===== config.mk =====
export PLATFORM = sky130hd
export DESIGN_NAME = load_store_unit_flat
export DESIGN_NICKNAME = d
export VERILOG_FILES = /design/src/rtl/load_store_unit_if.sv /design/src/rtl/load_store_unit.sv /design/src/flat_wrapper.sv
export SDC_FILE = /design/constraint.sdc
export NUM_CORES = 1
export LEC_CHECK = 0
export ABC_AREA = 1
export CAP_MARGIN = 20
export CORE_MARGIN = 3
export CORE_UTILIZATION = 48
export DETAILED_ROUTE_END_ITERATION = 8
export PLACE_DENSITY = 0.9
export SLEW_MARGIN = 20
export SYNTH_ARGS = -nofsm -noshare
export SYNTH_HDL_FRONTEND = slang
export SYNTH_SLANG_ARGS = --single-unit

===== constraint.sdc =====
create_clock -name clk -period 4.75 [get_ports clk]
set_input_delay 0.7125 -clock clk [delete_from_list [all_inputs] [get_ports clk]]
set_output_delay 0.7125 -clock clk [all_outputs]
set_load 0.005 [all_outputs]

===== src/rtl/load_store_unit_if.sv =====
// Request, memory-port and response bundle of the load/store stage.
// The slave view belongs to the unit; the master view belongs to its surroundings.
interface load_store_unit_if;
  logic        req_valid;
  logic        req_ready;
  logic        req_we;
  logic [31:0] req_addr;
  logic [31:0] req_wdata;
  logic [2:0]  req_funct3;
  logic        mem_req;
  logic        mem_we;
  logic [31:0] mem_addr;
  logic [3:0]  mem_be;
  logic [31:0] mem_wdata;
  logic        mem_ack;
  logic [31:0] mem_rdata;
  logic        rsp_valid;
  logic [31:0] rsp_rdata;
  logic [2:0]  rsp_funct3;
  logic        rsp_err;

  modport slave (
    input  req_valid, req_we, req_addr, req_wdata, req_funct3, mem_ack, mem_rdata,
    output req_ready, mem_req, mem_we, mem_addr, mem_be, mem_wdata,
           rsp_valid, rsp_rdata, rsp_funct3, rsp_err
  );

  modport master (
    output req_valid, req_we, req_addr, req_wdata, req_funct3, mem_ack, mem_rdata,
    input  req_ready, mem_req, mem_we, mem_addr, mem_be, mem_wdata,
           rsp_valid, rsp_rdata, rsp_funct3, rsp_err
  );
endinterface


===== src/rtl/load_store_unit.sv =====
// Data-memory access stage: alignment check, word-addressed memory port with byte
// enables and lane-replicated store data, response with read data shifted to byte 0.
module load_store_unit #(
  parameter logic [7:0] TIMEOUT = 8'd255
) (
  input  logic              clk,
  input  logic              rst_n,
  load_store_unit_if.slave  bus
);
  localparam int NUM_LANES = 4;

  typedef enum logic [1:0] {IDLE, ACCESS, RESP} state_t;
  state_t state, state_nxt;

  logic        we_q;
  logic [31:0] addr_q, wdata_q;
  logic [2:0]  f3_q;
  logic [7:0]  cnt_q;
  logic [31:0] rsp_rdata_q;
  logic [2:0]  rsp_f3_q;
  logic        rsp_err_q;

  logic        legal, timeout_hit, in_access;
  logic [1:0]  off;
  logic [3:0]  be_w;
  logic [NUM_LANES-1:0][7:0] wd_lane;

  assign off       = addr_q[1:0];
  assign in_access = (state == ACCESS);
  // TIMEOUT==0 disables the watchdog; the counter then just wraps harmlessly.
  assign timeout_hit = (TIMEOUT != 8'd0) && (cnt_q == TIMEOUT - 8'd1);

  always_comb begin
    legal = 1'b0;
    case (bus.req_funct3)
      3'b000, 3'b100: legal = 1'b1;
      3'b001, 3'b101: legal = ~bus.req_addr[0];
      3'b010:         legal = (bus.req_addr[1:0] == 2'b00);
      default:        legal = 1'b0;
    endcase
    if (bus.req_we && bus.req_funct3[2]) legal = 1'b0;
  end

  always_comb begin
    be_w = 4'b1111;
    if (f3_q[1:0] == 2'b00)      be_w = 4'b0001 << off;
    else if (f3_q[1:0] == 2'b01) be_w = 4'b0011 << off;
  end

  // Each byte lane picks its source byte from the access width, replicating narrow stores.
  for (genvar l = 0; l < NUM_LANES; l++) begin : g_lane
    assign wd_lane[l] = (f3_q[1:0] == 2'b10) ? wdata_q[8*l +: 8] :
                        f3_q[0]              ? wdata_q[8*(l%2) +: 8] :
                                               wdata_q[7:0];
  end

  always_ff @(posedge clk or negedge rst_n)
    if (!rst_n) state <= IDLE;
    else        state <= state_nxt;

  always_comb begin
    state_nxt = state;
    case (state)
      IDLE:    if (bus.req_valid) state_nxt = legal ? ACCESS : RESP;
      ACCESS:  if (bus.mem_ack || timeout_hit) state_nxt = RESP;
      RESP:    state_nxt = IDLE;
      default: state_nxt = IDLE;
    endcase
  end

  always_ff @(posedge clk or negedge rst_n) begin
    if (!rst_n) begin
      we_q        <= 1'b0;
      addr_q      <= '0;
      wdata_q     <= '0;
      f3_q        <= '0;
      cnt_q       <= '0;
      rsp_rdata_q <= '0;
      rsp_f3_q    <= '0;
      rsp_err_q   <= 1'b0;
    end else begin
      case (state)
        IDLE: if (bus.req_valid) begin
          we_q    <= bus.req_we;
          addr_q  <= bus.req_addr;
          wdata_q <= bus.req_wdata;
          f3_q    <= bus.req_funct3;
          cnt_q   <= '0;
          if (!legal) begin
            rsp_rdata_q <= '0;
            rsp_f3_q    <= bus.req_funct3;
            rsp_err_q   <= 1'b1;
          end
        end
        ACCESS: begin
          cnt_q <= cnt_q + 8'd1;
          if (bus.mem_ack) begin
            rsp_rdata_q <= we_q ? 32'd0 : (bus.mem_rdata >> {off, 3'b000});
            rsp_f3_q    <= f3_q;
            rsp_err_q   <= 1'b0;
          end else if (timeout_hit) begin
            rsp_rdata_q <= '0;
            rsp_f3_q    <= f3_q;
            rsp_err_q   <= 1'b1;
          end
        end
        default: ;
      endcase
    end
  end

  assign bus.req_ready  = (state == IDLE);
  assign bus.mem_req    = in_access;
  assign bus.mem_we     = in_access & we_q;
  assign bus.mem_addr   = in_access ? {addr_q[31:2], 2'b00} : 32'd0;
  assign bus.mem_be     = in_access ? be_w : 4'd0;
  assign bus.mem_wdata  = in_access ? wd_lane : 32'd0;
  assign bus.rsp_valid  = (state == RESP);
  assign bus.rsp_rdata  = rsp_rdata_q;
  assign bus.rsp_funct3 = rsp_f3_q;
  assign bus.rsp_err    = rsp_err_q;
endmodule


===== src/flat_wrapper.sv =====
// flat-port wrapper written by rule: the top's interface ports become plain ports
module load_store_unit_flat 
#(
  parameter logic [7:0] TIMEOUT = 8'd255
)
  (clk, rst_n, bus_req_valid, bus_req_we, bus_req_addr, bus_req_wdata, bus_req_funct3, bus_mem_ack, bus_mem_rdata, bus_req_ready, bus_mem_req, bus_mem_we, bus_mem_addr, bus_mem_be, bus_mem_wdata, bus_rsp_valid, bus_rsp_rdata, bus_rsp_funct3, bus_rsp_err);
  load_store_unit_if bus_i ();
  input  logic clk;
  input  logic rst_n;
  input wire logic [$bits(bus_i.req_valid)-1:0] bus_req_valid;
  input wire logic [$bits(bus_i.req_we)-1:0] bus_req_we;
  input wire logic [$bits(bus_i.req_addr)-1:0] bus_req_addr;
  input wire logic [$bits(bus_i.req_wdata)-1:0] bus_req_wdata;
  input wire logic [$bits(bus_i.req_funct3)-1:0] bus_req_funct3;
  input wire logic [$bits(bus_i.mem_ack)-1:0] bus_mem_ack;
  input wire logic [$bits(bus_i.mem_rdata)-1:0] bus_mem_rdata;
  output wire logic [$bits(bus_i.req_ready)-1:0] bus_req_ready;
  output wire logic [$bits(bus_i.mem_req)-1:0] bus_mem_req;
  output wire logic [$bits(bus_i.mem_we)-1:0] bus_mem_we;
  output wire logic [$bits(bus_i.mem_addr)-1:0] bus_mem_addr;
  output wire logic [$bits(bus_i.mem_be)-1:0] bus_mem_be;
  output wire logic [$bits(bus_i.mem_wdata)-1:0] bus_mem_wdata;
  output wire logic [$bits(bus_i.rsp_valid)-1:0] bus_rsp_valid;
  output wire logic [$bits(bus_i.rsp_rdata)-1:0] bus_rsp_rdata;
  output wire logic [$bits(bus_i.rsp_funct3)-1:0] bus_rsp_funct3;
  output wire logic [$bits(bus_i.rsp_err)-1:0] bus_rsp_err;
  assign bus_i.req_valid = bus_req_valid;
  assign bus_i.req_we = bus_req_we;
  assign bus_i.req_addr = bus_req_addr;
  assign bus_i.req_wdata = bus_req_wdata;
  assign bus_i.req_funct3 = bus_req_funct3;
  assign bus_i.mem_ack = bus_mem_ack;
  assign bus_i.mem_rdata = bus_mem_rdata;
  assign bus_req_ready = bus_i.req_ready;
  assign bus_mem_req = bus_i.mem_req;
  assign bus_mem_we = bus_i.mem_we;
  assign bus_mem_addr = bus_i.mem_addr;
  assign bus_mem_be = bus_i.mem_be;
  assign bus_mem_wdata = bus_i.mem_wdata;
  assign bus_rsp_valid = bus_i.rsp_valid;
  assign bus_rsp_rdata = bus_i.rsp_rdata;
  assign bus_rsp_funct3 = bus_i.rsp_funct3;
  assign bus_rsp_err = bus_i.rsp_err;
  load_store_unit #(.TIMEOUT(TIMEOUT)) u_core (.clk(clk), .rst_n(rst_n), .bus(bus_i));
endmodule

### Word-level counts from Yosys, hierarchy flattened

Cells that the tools add are included.

| word-level totals | value |
|---|---|
| word-level logic and storage cells | 74 |
| input bits | 104 |
| output and inout port bits | 108 |
| register bits | 114 |

| cells by class | value |
|---|---|
| mux-type cells | 33 |
| bitwise gates (word level) | 2 |
| add/subtract/negate cells | 1 |
| reduce and logical (&&, ||, !) cells | 13 |
| eq/ne operators | 13 |
| shifts and indexed selects | 3 |

Operators with widths:

| kind | count |
|---|---|
| two-way mux 32 bit | 7 |
| one-hot mux 32 bit (2 select lines) | 1 |
| two-way mux 8 bit | 5 |
| >> shifter 32 x 5 -> 32 bit | 1 |
| one-hot mux 8 bit (2 select lines) | 1 |
| two-way mux 3 bit | 4 |
| two-way mux 4 bit | 3 |
| adder 8 x 1 -> 8 bit, second input constant | 1 |
| == test 8 bit, second input constant | 1 |
| == test 3 bit, second input constant | 2 |
| zero test 2 bit | 3 |
| two-way mux 2 bit | 3 |
| inequality test 2 bit, second input constant | 3 |
| one-hot mux 3 bit (2 select lines) | 1 |
| AND reduction 2 bit | 3 |
| two-way mux 1 bit | 5 |
| == test 2 x 1 -> 1 bit, second input constant | 2 |
| == test 2 bit, second input constant | 2 |
| one-hot mux 2 bit (2 select lines) | 1 |
| AND reduction 4 bit | 1 |
| OR reduction 2 bit | 2 |
| << shifter 1 x 2 -> 4 bit, first input constant | 1 |
| << shifter 2 x 2 -> 4 bit, first input constant | 1 |
| == test 3 x 1 -> 1 bit, second input constant | 1 |
| other kinds (10) | 10 |

### Longest topological paths before layout

Gate-level depths: netlist of the first run.

| depth | value |
|---|---|
| depth after elaboration | 7 |
| gate-level depth with buffers | 10 |
| mapped depth without buffers | 9 |

### Least setup slack after synthesis of the first run

Ideal clock, no wire load.

| timing | value |
|---|---|
| path kind | flip-flop to output port |
| from | register u_core.addr_q[1] |
| to | output port bus_mem_be[2] |
| buffers on the path | 2 |
| cell stages (with the launch flop) | 7 |
| setup slack | 2.567 ns |
| data arrival time | 1.471 ns |
| cell sequence | dfrtp_1 buf_2 inv_2 buf_1 ha_1 o22ai_1 nor2_1 |

| on the way | value |
|---|---|
| longest elaborated chain between the ends | 4 |
| elaborated cells between the ends (all ways) | 5 |

Ends and longest elaborated chain:

| element | line | RTL |
|---|---|---|
| from (decl) | load_store_unit.sv:16 | `logic [31:0] addr_q, wdata_q;` |
| from (signal assigned) | load_store_unit.sv:85 | `addr_q <= bus.req_addr;` |
| << shifter 2 x 2 -> 4 bit | load_store_unit.sv:47 | `else if (f3_q[1:0] == 2'b01) be_w = 4'b0011 << off;` |
| two-way mux 4 bit | load_store_unit.sv:47 |  |
| two-way mux 4 bit * | load_store_unit.sv:46 | `if (f3_q[1:0] == 2'b00) be_w = 4'b0001 << off;` |
| two-way mux 4 bit * | load_store_unit.sv:116 | `assign bus.mem_be = in_access ? be_w : 4'd0;` |
| to (decl) | flat_wrapper.sv:21 | `output wire logic [$bits(bus_i.mem_be)-1:0] bus_mem_be;` |

Every way passes the cells marked *; elsewhere a longest branch is shown, timed or not.

### Final worst setup path of the first run

| timing | value |
|---|---|
| from | register u_core.state[0] |
| to | output port bus_mem_wdata[19] |

| on the way | value |
|---|---|
| longest elaborated chain between the ends | 2 |

Ends and longest elaborated chain:

| element | line | RTL |
|---|---|---|
| from (decl) | load_store_unit.sv:13 | `state_t state, state_nxt;` |
| from (signal assigned) | load_store_unit.sv:59 | `else state <= state_nxt;` |
| == test 2 x 1 -> 1 bit | load_store_unit.sv:29 | `assign in_access = (state == ACCESS);` |
| two-way mux 32 bit | load_store_unit.sv:117 | `assign bus.mem_wdata = in_access ? wd_lane : 32'd0;` |
| to (decl) | flat_wrapper.sv:22 | `output wire logic [$bits(bus_i.mem_wdata)-1:0] bus_mem_wdata;` |

No other way between the ends.

==> flow_metrics.py, run 1 <==
metrics = {
    "global_routing": {
        "globalRouteOverflowTotal": 0,
        "pin_count_of_the_biggest_net_entering_global_routing": 63,
        "number_of_global_route_vias_before_repair": 5605,
        "grt_usage": 0.267,
        "wire_length_of_the_first_global_routing_pass_mm": 27.7,
        "antenna_violations_before_repair": 1,
    },
    "power_and_ir_drop": {
        "powerDensity_nw_per_um2": 473,
        "clockPowerShare": 0.319,
        "p_sw_frac": 0.343,
        "power_frac_seq": 0.367,
        "internal_power_w": 0.00261,
        "vdd.ir_drop.worst_uv": 226,
        "power_frac_comb": 0.314,
        "p_sw_w": 0.00136,
        "power.leakage_nw": 4.10,
    },
    "final_layout": {
        "fin_nets": 1072,
        "post-route-util": 0.729,
        "area_growth_synth_to_finish_pct": 46.5,
        "diodes_inserted": 0,
        "layout_commonest_cell": "sky130_fd_sc_hd__nand2_1",
        "most-common-layout-cells": "328 x sky130_fd_sc_hd__nand2_1, 208 x sky130_fd_sc_hd__clkdlybuf4s50_1, 114 x sky130_fd_sc_hd__dfrtp_1, 67 x sky130_fd_sc_hd__inv_1, 66 x sky130_fd_sc_hd__o21ai_0",
        "post_layout_nonfiller_instances": 1117,
        "design_area_um2": 8390,
        "fillCellCount": 857,
        "fraction_of_layout_instances_using_a_drive_strength_above_1": 0.0483,
    },
    "logic_synthesis": {
        "synthesis.area_um2": 5730,
        "netlist.area_leader.share": 0.498,
        "synth-seq-cells": 114,
        "synth.top_cells.by_area": "sky130_fd_sc_hd__dfrtp_1 50%, sky130_fd_sc_hd__nand2_1 21%, sky130_fd_sc_hd__o21ai_0 5.8%",
        "instance_count_of_the_mapped_netlist": 771,
        "ys.warnings.count": 0,
        "synth_cell_types": 24,
        "sequential_to_total_area_share_from_yosys_stat": 0.498,
        "postSynthAreaPerCell_um2": 7.43,
        "synth_area_leader_cell": "sky130_fd_sc_hd__dfrtp_1",
    },
    "placement": {
        "place.detailed.instances": 1086,
        "globalplace.congestion": 0.914,
        "place.detailed.hpwl_mm": 12.3,
        "dpl_cell_area_um2": 7800,
        "place_worst_setup_slack_ns": 1.73,
        "port_buffers": 209,
    },
    "clock_network": {
        "cts_num_sinks": 114,
        "cts_tree": "built",
        "clock_tree.htree_level_count": 4,
        "cts.root.buffer_cell": "sky130_fd_sc_hd__clkbuf_16",
        "cts_inserted_buffers": 17,
        "clk_pin_slew_ns": 0.05,
        "clkLatencyLatePin_ns": 0.41,
        "cts-root-to-sink-buffers": 2,
        "cts.repair_timing.setup_buffer_count": 0,
        "cts.hold.buffers_added": 0,
        "postcts_resize_cnt": 0,
    },
    "critical_path": {
        "cp-end-kind": "primary output",
        "timing.critical_path.to": "bus_mem_wdata[19]",
        "cpPeakStageDelay_ns": 0.55,
        "crit_type": "register to primary output",
        "cp.arrival_ns": 2.79,
        "start_kind": "register",
        "rr_startpoint": "u_core.state[1]$_DFFE_PN0P_",
        "cp.required_ns": 4.04,
        "ff2ff_setup_slack_ns": 2.30,
        "cp_max_fo": 61,
        "cp.buffers_inverters": 2,
        "reg2regPathDepth": 7,
        "critical_path.startpoint": "u_core.state[0]$_DFFE_PN0P_",
        "timing.rr.end": "u_core.bus.rsp_rdata[23]$_DFFE_PN0P_",
        "path_delay_family": "buffers and inverters",
        "crit_chain": "nand2_4, clkinv_2, o21ai_0, a21oi_1, clkdlybuf4s50_1",
        "crit_cells": 5,
        "cp_slowest_cell": "sky130_fd_sc_hd__clkinv_2",
    },
    "die": {
        "initial_core_utilization": 0.497,
        "die_height_um": 115,
        "core_um2": 11500,
        "floorplan.rows": 39,
        "die_outline_area_um2": 13300,
        "die_x_um": 115,
        "floorplan.io_pins": 212,
    },
    "sta": {
        "worst_slew_margin_rel": 0.471,
        "report.final.slew_viol_count": 0,
        "setup_ws_ns": 1.25,
        "clock_skew_ns": 0.0104,
        "max_clock_freq_ghz": 0.286,
        "min_period_ns": 3.50,
        "final_hold_viol_count": 0,
        "finalSetupTns_ns": 0,
        "rsz_0062_raised_after_global_routing": "false",
        "setup_viol": 0,
        "timing_worst_slew_pin_value_ns": 0.793,
        "finalCritPeriodShare": 0.737,
    },
    "drt": {
        "vias": 5802,
        "drt_drc_violations_left": 0,
        "iteration_0_drc_count_of_the_detailed_router": 541,
        "vias_per_cell": 5.19,
        "routed_wl_mm": 17.6,
        "post_drt_wl_per_cell_um": 15.8,
        "ant_nets": 0,
        "first_pass_iters": 5,
    },
    "run_status": {
        "status": "completed",
    },
    "hold_path": {
        "hold_class": "input port to async pin",
    },
    "run": {
        "maxCapViolations": 0,
    },
}
sequential cells by signal, summed over array words and instances, names as in the netlist:
signal / flops
u_core.wdata_q: 32
u_core.bus.rsp_rdata: 32
u_core.bus.rsp_err: 1
u_core.we_q: 1
u_core.f3_q: 3
u_core.cnt_q: 8
u_core.state: 2
u_core.addr_q: 32
u_core.bus.rsp_funct3: 3
logic make-up after synthesis:
group           after synthesis  synth area share
fa+ha+maj                     6            0.0131
flops                       114             0.498
simple gates                441             0.313
buf+inv                     113            0.0870
other cells                   1          0.000655
compound gates               96            0.0885
power groups by stage:
stage	Sequential (W)	Clock (W)	Combinational [W]
detailed placement	0.00146	0	0.00124
global route	0.00148	0.00132	0.00141
global placement	0.00145	0	0.00122
floorplan	0.00138	0	0.000743
finish	0.00146	0.00126	0.00125
CTS	0.00146	0.00127	0.00125
per-layer routing:
layer  vias to the layer above  wire length [µm]  global-route usage
met5                         -                13                   0
li1                       2772                 -                   -
met1                      2727              7070               0.323
met3                        33              1660              0.0979
met4                         2               415               0.103
met2                       268              8480               0.436
per-stage QoR:
| step | power, W | hold slack, ns |
|---|---|---|
| finish | 0.00397 | 0.388 |
| global route | 0.00421 | 0.450 |
| CTS | 0.00398 | 0.417 |
| detailed placement | 0.00270 | 0.457 |
| global placement | 0.00267 | 0.454 |
| floorplan | 0.00213 | 0.417 |
cells in the mapped netlist:
cell type / instances
sky130_fd_sc_hd__buf_2: 19
sky130_fd_sc_hd__inv_2: 1
sky130_fd_sc_hd__ha_1: 6
sky130_fd_sc_hd__nand2_4: 3
sky130_fd_sc_hd__o211ai_1: 9
sky130_fd_sc_hd__o21ai_0: 66
sky130_fd_sc_hd__nand2_1: 328
sky130_fd_sc_hd__dfrtp_1: 114
sky130_fd_sc_hd__clkbuf_1: 14
sky130_fd_sc_hd__nor3_4: 1
sky130_fd_sc_hd__buf_6: 5
sky130_fd_sc_hd__buf_4: 3
sky130_fd_sc_hd__nor2_1: 53
sky130_fd_sc_hd__o22ai_1: 3
sky130_fd_sc_hd__nor2_4: 1
sky130_fd_sc_hd__nand3_4: 1
sky130_fd_sc_hd__inv_1: 68
sky130_fd_sc_hd__a21oi_1: 18
sky130_fd_sc_hd__buf_1: 2
sky130_fd_sc_hd__conb_1: 1
sky130_fd_sc_hd__nor2_2: 2
sky130_fd_sc_hd__clkinv_2: 1
sky130_fd_sc_hd__nand4_1: 7
sky130_fd_sc_hd__nand3_1: 45
worst min-delay path by stage:
stage               depth (start not counted)                                 start  slack, ns                              endpoint
floorplan                                   0                                 rst_n       0.42          u_core.addr_q[0]$_DFFE_PN0P_
global placement                            2   u_core.bus.rsp_rdata[2]$_DFFE_PN0P_       0.45   u_core.bus.rsp_rdata[2]$_DFFE_PN0P_
detailed placement                          2  u_core.bus.rsp_rdata[16]$_DFFE_PN0P_       0.46  u_core.bus.rsp_rdata[16]$_DFFE_PN0P_
CTS                                         1                                 rst_n       0.42          u_core.addr_q[9]$_DFFE_PN0P_
global route                                1                                 rst_n       0.45          u_core.addr_q[3]$_DFFE_PN0P_
finish                                      1                                 rst_n       0.39          u_core.addr_q[7]$_DFFE_PN0P_
cell type report:
type	instances	area, µm²	area share
Tap cell	143	179	0.0213
Multi-Input combinational cell	545	2380	0.284
Timing Repair Buffer	214	2130	0.253
Clock inverter	9	105	0.0125
Inverter	70	264	0.0315
Sequential cell	114	2850	0.340
Clock buffer	22	484	0.0577
Note: power is estimated with default switching activity, not from simulation.
==> run 2: changes to the inputs <==
CORE_UTILIZATION = 41   (was 48)
PLACE_DENSITY = 0.82   (was 0.9)
clock period = 3 ns   (was 4.75 ns; I/O delays follow)
==> run 2 against run 1 <==
Compared with the run above:
- via count decreased by 1.0%
- sequential share of layout area decreased by 0.56 points
- combinational power increased by 66%
- core utilization decreased by 9.4 points
- sequential power increased by 53%
- hold slack got worse by 0.33 ns
- clock power increased by 67%
- clock skew decreased by 0.0012 ns
- critical path type unchanged
==> flow_metrics.py, run 2 (synthesized netlist as in run 1, its figures left out) <==
metrics = {
    "run_status": {
        "status": "completed",
    },
    "clock_network": {
        "cts.repair_timing.setup_buffer_count": 0,
        "cts.root.buffer_cell": "sky130_fd_sc_hd__clkbuf_16",
        "cts_inserted_buffers": 17,
        "clk_pin_slew_ns": 0.05,
        "postcts_resize_cnt": 0,
        "cts_num_sinks": 114,
        "cts_tree": "built",
        "cts-root-to-sink-buffers": 2,
        "cts.hold.buffers_added": 0,
        "clkLatencyLatePin_ns": 0.41,
        "clock_tree.htree_level_count": 4,
    },
    "critical_path": {
        "path_delay_family": "buffers and inverters",
        "crit_cells": 5,
        "reg2regPathDepth": 7,
        "ff2ff_setup_slack_ns": 1.00,
        "rr_startpoint": "u_core.state[1]$_DFFE_PN0P_",
        "crit_type": "register to primary output",
        "start_kind": "register",
        "cp.required_ns": 2.55,
        "cpPeakStageDelay_ns": 0.57,
        "cp.arrival_ns": 2.30,
        "timing.critical_path.to": "bus_mem_wdata[15]",
        "crit_chain": "nor2_2, inv_1, nand2_1, a21oi_1, clkdlybuf4s50_1",
        "critical_path.startpoint": "u_core.f3_q[0]$_DFFE_PN0P_",
        "timing.rr.end": "u_core.bus.rsp_rdata[29]$_DFFE_PN0P_",
        "cp_slowest_cell": "sky130_fd_sc_hd__dfrtp_1",
        "cp.buffers_inverters": 2,
        "cp-end-kind": "primary output",
        "cp_max_fo": 11,
    },
    "drt": {
        "vias": 5744,
        "routed_wl_mm": 17.9,
        "ant_nets": 0,
        "first_pass_iters": 5,
        "post_drt_wl_per_cell_um": 15.5,
        "iteration_0_drc_count_of_the_detailed_router": 464,
        "vias_per_cell": 4.96,
        "drt_drc_violations_left": 0,
    },
    "sta": {
        "clock_skew_ns": 0.00919,
        "min_period_ns": 2.75,
        "rsz_0062_raised_after_global_routing": "false",
        "finalSetupTns_ns": 0,
        "finalCritPeriodShare": 0.917,
        "final_hold_viol_count": 0,
        "timing_worst_slew_pin_value_ns": 0.677,
        "worst_slew_margin_rel": 0.547,
        "report.final.slew_viol_count": 0,
        "max_clock_freq_ghz": 0.363,
        "setup_viol": 0,
    },
    "power_and_ir_drop": {
        "power.leakage_nw": 4.16,
        "powerDensity_nw_per_um2": 755,
        "power_frac_comb": 0.324,
        "clockPowerShare": 0.328,
        "power_frac_seq": 0.348,
        "p_sw_frac": 0.334,
        "internal_power_w": 0.00429,
        "p_sw_w": 0.00215,
        "vdd.ir_drop.worst_uv": 405,
    },
    "die": {
        "core_um2": 13500,
        "die_height_um": 124,
        "die_outline_area_um2": 15400,
        "floorplan.rows": 42,
        "initial_core_utilization": 0.426,
        "die_x_um": 124,
        "floorplan.io_pins": 212,
    },
    "global_routing": {
        "pin_count_of_the_biggest_net_entering_global_routing": 49,
        "antenna_violations_before_repair": 0,
        "wire_length_of_the_first_global_routing_pass_mm": 28.4,
        "grt_usage": 0.239,
        "globalRouteOverflowTotal": 0,
        "number_of_global_route_vias_before_repair": 5750,
    },
    "final_layout": {
        "post-route-util": 0.634,
        "post_layout_nonfiller_instances": 1157,
        "area_growth_synth_to_finish_pct": 49.0,
        "fillCellCount": 1144,
        "fin_nets": 1080,
        "diodes_inserted": 0,
        "fraction_of_layout_instances_using_a_drive_strength_above_1": 0.0550,
        "layout_commonest_cell": "sky130_fd_sc_hd__nand2_1",
        "most-common-layout-cells": "328 x sky130_fd_sc_hd__nand2_1, 208 x sky130_fd_sc_hd__clkdlybuf4s50_1, 114 x sky130_fd_sc_hd__dfrtp_1, 67 x sky130_fd_sc_hd__inv_1, 66 x sky130_fd_sc_hd__o21ai_0",
    },
    "run": {
        "maxCapViolations": 0,
    },
    "placement": {
        "port_buffers": 209,
        "globalplace.congestion": 0.840,
        "place.detailed.hpwl_mm": 12.7,
        "place.detailed.instances": 1127,
    },
    "hold_path": {
        "hold_class": "input port to async pin",
    },
}
run 2: changes by cell type in the layout (fill, tap and decap cells not counted), sizes merged:
cell      change
buf           +8
clkinvlp      -2
bufinv        +2
clkbuf        -2
clkinv        +1
run 2: worst reg2reg max path, stage by stage, from the launching register on:
cell and delay (ns):
sky130_fd_sc_hd__dfrtp_1 0.38, sky130_fd_sc_hd__inv_1 0.11, sky130_fd_sc_hd__nand2_4 0.14, sky130_fd_sc_hd__clkinv_2 0.33, sky130_fd_sc_hd__nand2_4 0.13, sky130_fd_sc_hd__nor3_4 0.55, sky130_fd_sc_hd__nand3_1 0.18, sky130_fd_sc_hd__nand2_1 0.11
run 2: how the worst min path moves through the flow:
stage,slack [ns],end,from,cells past startpoint
final,0.06,u_core.addr_q[8]$_DFFE_PN0P_,rst_n,1
after global placement,0.45,u_core.bus.rsp_rdata[2]$_DFFE_PN0P_,u_core.bus.rsp_rdata[2]$_DFFE_PN0P_,2
after CTS,0.08,u_core.addr_q[8]$_DFFE_PN0P_,rst_n,1
after floorplan,0.15,u_core.addr_q[0]$_DFFE_PN0P_,rst_n,0
after detailed placement,0.46,u_core.bus.rsp_rdata[1]$_DFFE_PN0P_,u_core.bus.rsp_rdata[1]$_DFFE_PN0P_,2
after global routing,0.1,u_core.addr_q[7]$_DFFE_PN0P_,rst_n,1
run 2: through the flow:
| step | cell area (µm²) | hold WS, ns | total power (W) | setup slack [ns] |
|---|---|---|---|---|
| after floorplan | 5730 | 0.154 | 0.00336 | 1.08 |
| after global placement | 7920 | 0.453 | 0.00429 | 0.775 |
| after detailed placement | 7920 | 0.459 | 0.00434 | 0.721 |
| after CTS | 8530 | 0.0831 | 0.00648 | 0.262 |
| after global routing | 8530 | 0.0981 | 0.00684 | 0.0874 |
| final | 8530 | 0.0582 | 0.00644 | 0.248 |
run 2: cell type report:
class                   instances  area (µm²)  share of cell area
well taps                     176         220              0.0258
multi-input cells             545        2380               0.279
inverters                      70         264              0.0309
clock inverters                10         159              0.0186
clock buffers                  20         457              0.0535
flip-flops and latches        114        2850               0.334
repair buffers                222        2200               0.258
run 2: routing by layer:
metal  global-route usage  wire length [µm]  vias up
met5                    0                 0        -
met4               0.0910               323        0
met3               0.0849              1580       28
met2                0.400              8610      257
met1                0.284              7400     2674
li1                     -                 -     2785
run 2: power by group through the flow:
stage / combinational, W / sequential, W / clock, W
after floorplan: 0.00118 / 0.00219 / 0
after global placement: 0.00204 / 0.00224 / 0
after detailed placement: 0.00208 / 0.00226 / 0
after CTS: 0.00210 / 0.00224 / 0.00214
after global routing: 0.00234 / 0.00229 / 0.00221
final: 0.00208 / 0.00224 / 0.00211
==> run 3: changes to the inputs <==
CTS_CLUSTER_DIAMETER = 60   (was not set)
==> results of run 3 <==
Same layout as run 2: the final DEF is identical, and so are final timing and power.
